==> config.mk <==
export PLATFORM = sky130hd
export DESIGN_NAME = msx_mouse_reader
export DESIGN_NICKNAME = d
export VERILOG_FILES = /design/src/rtl/msx_joy_pkg.sv /design/src/rtl/msx_mouse_reader.sv
export SDC_FILE = /design/constraint.sdc
export NUM_CORES = 1
export LEC_CHECK = 0
export CORE_UTILIZATION = 37
export CTS_CLUSTER_SIZE = 24
export DETAILED_ROUTE_END_ITERATION = 12
export DONT_BUFFER_PORTS = 1
export PLACE_DENSITY = 0.63
export SLEW_MARGIN = 20
export SYNTH_ARGS = -nofsm -noshare
export SYNTH_HDL_FRONTEND = slang
export SYNTH_SLANG_ARGS = --single-unit
==> constraint.sdc <==
create_clock -name clk_sys -period 2.66 [get_ports clk_sys]
set_clock_uncertainty 0.05 [all_clocks]
set_input_delay 0.532 -clock clk_sys [delete_from_list [all_inputs] [get_ports clk_sys]]
set_output_delay 0.532 -clock clk_sys [all_outputs]
set_load 0.01 [all_outputs]
==> src/rtl/msx_joy_pkg.sv <==
// Shared types and constants for the MSX joystick-port mouse reader.
// The state encoding and protocol constants are used by the reader RTL.
package msx_joy_pkg;

    localparam int NIBBLES_PER_READ      = 4;
    localparam int RESPONDER_TIMEOUT     = 100000;
    localparam int SETTLE_CYCLES_DEFAULT = 64;
    localparam int GUARD_CYCLES_DEFAULT  = 131072;

    typedef enum logic [1:0] {
        ST_GUARD = 2'd0,
        ST_IDLE  = 2'd1,
        ST_WAIT  = 2'd2,
        ST_DONE  = 2'd3
    } rd_state_e;

endpackage

==> src/rtl/msx_mouse_reader.sv <==
// MSX mouse reader: toggles the strobe line four times per read and assembles
// the four returned nibbles into signed X/Y deltas plus the button state.
//
// state    | meaning
// ---------+----------------------------------------------------------------
// ST_GUARD | after reset; strobe low, wait out the responder's nibble timeout
// ST_IDLE  | ready for a start request
// ST_WAIT  | strobe toggled, settle counter running toward the next sample
// ST_DONE  | deltas and buttons updated, one-cycle valid
module msx_mouse_reader
    import msx_joy_pkg::*;
#(
    parameter int SETTLE_CYCLES = SETTLE_CYCLES_DEFAULT,
    parameter int GUARD_CYCLES  = GUARD_CYCLES_DEFAULT
) (
    input  logic       clk_sys,
    input  logic       reset,
    input  logic       start,
    input  logic [5:0] joy_in,
    output logic       stra,
    output logic [7:0] dx,
    output logic [7:0] dy,
    output logic [1:0] btn,
    output logic       valid,
    output logic       ready
);

    localparam int SW = $clog2(SETTLE_CYCLES + 1);
    localparam int GW = $clog2(GUARD_CYCLES + 1);

    // A whole read must finish before the responder gives up and resets its nibble index.
    if (4 * SETTLE_CYCLES >= RESPONDER_TIMEOUT) begin : g_settle_too_long
        $error("msx_mouse_reader: 4*SETTLE_CYCLES must be below RESPONDER_TIMEOUT");
    end
    if (SETTLE_CYCLES < 1) begin : g_settle_too_short
        $error("msx_mouse_reader: SETTLE_CYCLES must be at least 1");
    end

    rd_state_e       state_q, state_d;
    logic [GW-1:0]   guard_q, guard_d;
    logic [SW-1:0]   settle_q, settle_d;
    logic [1:0]      idx_q, idx_d;
    logic            stra_q, stra_d;
    logic [11:0]     acc_q, acc_d;
    logic [7:0]      dx_q, dx_d;
    logic [7:0]      dy_q, dy_d;
    logic [1:0]      btn_q, btn_d;

    always_ff @(posedge clk_sys) begin
        if (reset) begin
            state_q  <= ST_GUARD;
            guard_q  <= '0;
            settle_q <= '0;
            idx_q    <= '0;
            stra_q   <= 1'b0;
            acc_q    <= '0;
            dx_q     <= '0;
            dy_q     <= '0;
            btn_q    <= '0;
        end else begin
            state_q  <= state_d;
            guard_q  <= guard_d;
            settle_q <= settle_d;
            idx_q    <= idx_d;
            stra_q   <= stra_d;
            acc_q    <= acc_d;
            dx_q     <= dx_d;
            dy_q     <= dy_d;
            btn_q    <= btn_d;
        end
    end

    always_comb begin
        state_d  = state_q;
        guard_d  = guard_q;
        settle_d = settle_q;
        idx_d    = idx_q;
        stra_d   = stra_q;
        acc_d    = acc_q;
        dx_d     = dx_q;
        dy_d     = dy_q;
        btn_d    = btn_q;

        unique case (state_q)
            ST_GUARD: begin
                stra_d = 1'b0;
                if (guard_q != GW'(GUARD_CYCLES)) begin
                    guard_d = guard_q + GW'(1);
                end
                if (guard_q >= GW'(GUARD_CYCLES - 1)) begin
                    state_d = ST_IDLE;
                end
            end
            ST_IDLE: begin
                if (start) begin
                    stra_d   = ~stra_q;
                    idx_d    = '0;
                    settle_d = SW'(SETTLE_CYCLES - 1);
                    state_d  = ST_WAIT;
                end
            end
            ST_WAIT: begin
                if (settle_q == '0) begin
                    acc_d = {acc_q[7:0], joy_in[3:0]};
                    // Last nibble: no toggle, so four edges per read keep the responder aligned.
                    if (idx_q == 2'(NIBBLES_PER_READ - 1)) begin
                        dx_d    = acc_q[11:4];
                        dy_d    = {acc_q[3:0], joy_in[3:0]};
                        btn_d   = ~joy_in[5:4];
                        state_d = ST_DONE;
                    end else begin
                        stra_d   = ~stra_q;
                        idx_d    = idx_q + 2'd1;
                        settle_d = SW'(SETTLE_CYCLES - 1);
                    end
                end else begin
                    settle_d = settle_q - SW'(1);
                end
            end
            ST_DONE: begin
                state_d = ST_IDLE;
            end
            default: begin
                state_d = ST_GUARD;
            end
        endcase
    end

    assign stra  = stra_q;
    assign dx    = dx_q;
    assign dy    = dy_q;
    assign btn   = btn_q;
    assign valid = (state_q == ST_DONE);
    assign ready = (state_q == ST_IDLE);

endmodule

==> Word-level counts from Yosys, hierarchy flattened <==
Cells that the tools add are included.
{ "op_classes": {"n_mux": 17, "n_shift": 0, "div_mod_pow": 0, "n_addsub": 3, "mul": 0, "bitwise_logic": 2, "magnitude_cmp": 1, "n_eq_ne": 11, "reduce_logical": 11} }
{ "ops": {"columns": ["cell", "n"], "rows": [
  ["2-to-1 mux 7 bit", 3],
  ["adder 18 x 1 -> 18 bit, second input constant", 1],
  ["greater-or-equal comparator 18 x 17 -> 1 bit, second input constant", 1],
  ["!= test 18 bit, second input constant", 1],
  ["2-to-1 mux 2 bit", 7],
  ["case mux 7 bit (2 select lines)", 1],
  ["AND reduction 4 bit", 3],
  ["!= test 2 bit, second input constant", 5],
  ["case mux 2 bit (4 select lines)", 1],
  ["logical NOT 7 bit", 1],
  ["subtractor 7 x 1 -> 7 bit, second input constant", 1],
  ["equality test 2 bit, second input constant", 3],
  ["AND reduction 3 bit", 2],
  ["case mux 2 bit (2 select lines)", 1],
  ["AND reduction 2 bit", 2],
  ["2-to-1 mux 1 bit", 3],
  ["!= test 3 bit, second input constant", 1],
  ["case mux 1 bit (3 select lines)", 1],
  ["nonzero test 3 bit", 1],
  ["adder 2 x 1 -> 2 bit, second input constant", 1],
  ["equality test 2 x 1 -> 1 bit, second input constant", 1],
  ["logical NOT 2 bit", 1],
  ["inverter 2 bit", 1],
  ["nonzero test 2 bit", 1],
  ["inverter 1 bit", 1]
]} }
{ "word_totals": {"regBits": 60, "inputBits": 9, "n_memories": 0, "mem_bits_ro": 0, "latchBits": 0, "output_inout_bits": 21, "mem_bits_rw": 0} }

==> Longest topological paths before layout <==
{ "logic_depth": {"depth_word": 4, "mapped_depth": 8, "depth_no_buf": 6} }

==> Worst setup path after synthesis <==
OpenSTA, ideal clock, no wires.
{ "synth_timing": {"kind": "reg2reg", "start": "reg guard_q[0]", "end": "reg state_q[0]", "synth_period_minus_slack_ns": 2.089, "path_slack_ns": 0.571, "arrival_ns": 1.915, "path_stages_with_launch": 6, "cell_sequence": "dfxtp_1 > ha_1 > nand4_2 > or4_4 > a221oi_4 > mux2_1"} }
{ "synth_between": {"elab_chain_len": 3} }
{ "synth_lines": {"columns": ["element", "line_no", "text"], "rows": [
  ["from (decl)", "msx_mouse_reader.sv:40", "logic [GW-1:0] guard_q, guard_d;"],
  ["from (signal assigned)", "msx_mouse_reader.sv:62", "guard_q <= guard_d;"],
  ["greater-or-equal comparator 18 x 17 -> 1 bit", "msx_mouse_reader.sv:90", "if (guard_q >= GW'(GUARD_CYCLES - 1)) begin"],
  ["!= test 2 bit (no source line)", null, null],
  ["AND reduction 4 bit (no source line)", null, null],
  ["to (signal assigned)", "msx_mouse_reader.sv:61", "state_q <= state_d;"],
  ["to (decl)", "msx_mouse_reader.sv:39", "rd_state_e state_q, state_d;"]
]} }
No other way between the ends.
A chain may end at the register's enable or synchronous reset.

==> Final worst setup path <==
{ "layout_timing": {"start": "reg guard_q[1]", "end": "reg state_q[0]"} }
Same word-level chain as after synthesis.

==> reports/summary.txt <==
Cell Area, Synth = 2710 sq um
Bufs on Longest Clock Path = 2
Crit start category = register
Initial antenna violation count = 0
RD Place Congestion = 0.792
Wire length per cell = 13.4 um
Area Overhead vs Synth = 10.5%
Post-layout util = 0.431
First-pass GRT wire length = 9510 um
Clk network pwr share = 0.334
I/O pins = 30
Seq/Total Area, Yosys = 0.443
Hold crit path type = input pin to register
CP required = 2840 ps
Share of the synthesized area in the top cell type = 0.443
Setup violators final = 0
CP Max Fanout = 6
Pre-Repair DR Iteration Count = 4
Top FF cell, synth = dfxtp_1
Worst hold slack = 209 ps
WL final = 5680 um
Final Instance Count excl. Fillers = 425
Num rows = 30
Cell Pwr Density = 833 nW/um^2
Placed Cells = 410
Detailed Place HPWL = 3790 um
Iter 0 DRT Violations = 132
Post-synth EDFFs = 0
Area leader, netlist = dfxtp_1
Unrepaired setup endpoints after global routing = false
Place WS = 482 ps
Die ar. = 7670 sq um
Initial Util = 0.390
Outcome = complete, no violations
Layout cells sized above 1 = 0.0821
Overall power = 2.49 mW
Drt drc = 0
Clock root buffer = clkbuf_8
Power share of the sequential group = 0.413
CTS tree = built
Period utilization = 0.825
Headroom to the max-slew limit = 0.633
Fmax = 456 MHz
Number of diodes = 0
Post-CTS setup buffers = 0
Via density = 5.20
Most numerous cell in the Yosys netlist = dfxtp_1
Setup CP Type = register to register
Worst vdd ir = 491 uV
Yosys warns = 0
Finished Cell Area = 2990 sq um
Yosys cell types = 47
Hold Vio Cnt, Final = 0
Syn Nets = 345
Int Power = 1.67 mW
Max cap viols = 0
Net Sw Power = 821 uW
Fin. max-slew vios = 0
Setup TNS Final = 0 ps
Die Y = 87.6 um
Min Tclk post-route = 2190 ps
Slowest stage delay, CP = 590 ps
Leak = 1.05 nW
# H-tree levels = 3
Clock transition at the registers of the reported paths = 70 ps
CTS Hold Bufs = 0
Sw Share = 0.329
Layout Nets = 343
ANT nets after route = 0
Largest net degree at the start of global routing = 61
All-layer global routing usage = 0.163
Port bufs = 0
Largest cells by area after synthesis = dfxtp_1 (44%), nand2_1 (8.0%), a21oi_1 (7.6%), ha_1 (4.2%), nand3_1 (3.5%)
Syn avg cell area = 8.29 sq um
Post-CTS Resized = 0
# clock sinks = 60
Crit-path cells = ha_1 -> nand4_2 -> or4_4 -> a221oi_4 -> mux2_1
Synth async-reset ratio = 0
TritonCTS Buffers = 9
Clk_lat worst skew = 340 ps
Worst path slowest cell = or4_4
Setup crit end kind = register
GRT Residual Overflow = 0
Yosys reg bits = 60
Gate power share = 0.253
Cells after Synth = 327
Area after DPL = 2790 sq um
CORE AREA = 6940 sq um
CP arrival = 2370 ps
Setup WS post-layout = 466 ps
DR vias = 2,212
Vias in the first global route = 2,074
Die Span X = 87.6 um
Worst Tran Pin Value = 549 ps
Top cells by count, synth = dfxtp_1 (60), nand2_1 (58), a21oi_1 (41)
[worst paths after layout]
kind	start	end	slack (ps)	depth (start not counted)
setup / recovery	guard_q[1]	state_q[0]	470	5
hold / removal	reset	idx_q[0]	210	1
setup reg to reg	guard_q[1]	state_q[0]	470	5
hold reg to reg	acc_q[8]	acc_q[8]	400	2
[layer usage]
metal	global-route usage	vias to the layer above	part of all wire	routed length, um
met5	0	-	0	0
met2	0.258	44	0.44	2500
li1	-	1150	-	-
met3	0.0537	9	0.047	266
met1	0.203	1009	0.49	2810
met4	0.0760	0	0.018	100
[power by group through the flow]
stage	registers, mW	logic (mW)	clock network [mW]
finish	1.03	0.632	0.833
global route	1.04	0.724	0.899
CTS	1.03	0.630	0.857
detailed placement	1.05	0.627	0
global placement	1.05	0.619	0
floorplan	1.03	0.512	0
[flip-flops by register name, summed over array words and instances, names as in the netlist, 2 cells and up]
| register | flops |
|---|---|
| dx | 8 |
| guard_q | 18 |
| state_q | 2 |
| idx_q | 2 |
| settle_q | 7 |
| btn | 2 |
| dy | 8 |
| acc_q | 12 |
[kinds of logic (layout without fill, tap and decap cells)]
logic type      Yosys count  in the layout  synth area share
buf+inv                  28             30            0.0397
compound gates           69             69             0.158
simple gates            147            147             0.269
flops                    60             60             0.443
mux                       5              5            0.0199
xor+xnor                  9              9            0.0291
fa+ha+maj                 9              9            0.0416
[cell type report]
type / count / area (sq um)
Clock buffer: 11 / 151
Clock inverter: 4 / 48.8
Fill cell: 707 / 3950
Inverter: 11 / 41.3
Multi-Input combinational cell: 239 / 1400
Sequential cell: 60 / 1200
Tap cell: 96 / 120
Timing Repair Buffer: 4 / 30.0
[critical path, delay by kind of cell, from the launching register on]
family          cells  cell delay [ps]
compound gates      1              290
fa+ha+maj           1              240
flops               1              380
mux                 1              340
simple gates        2              770
[cell usage in the layout, fill, tap and decap left out, types with 6 or more instances in the layout]
cell      netlist  final
clkbuf_8        0     11
nor3_1          6      6
inv_1          11     11
nand3_1        19     19
and3_1          7      7
ha_1            9      9
nand4_1         7      7
a21oi_1        41     41
nor2_1         22     22
o21ai_0         7      7
dfxtp_1        60     60
nand2_1        58     58
Power figures use the tool's default switching activity.
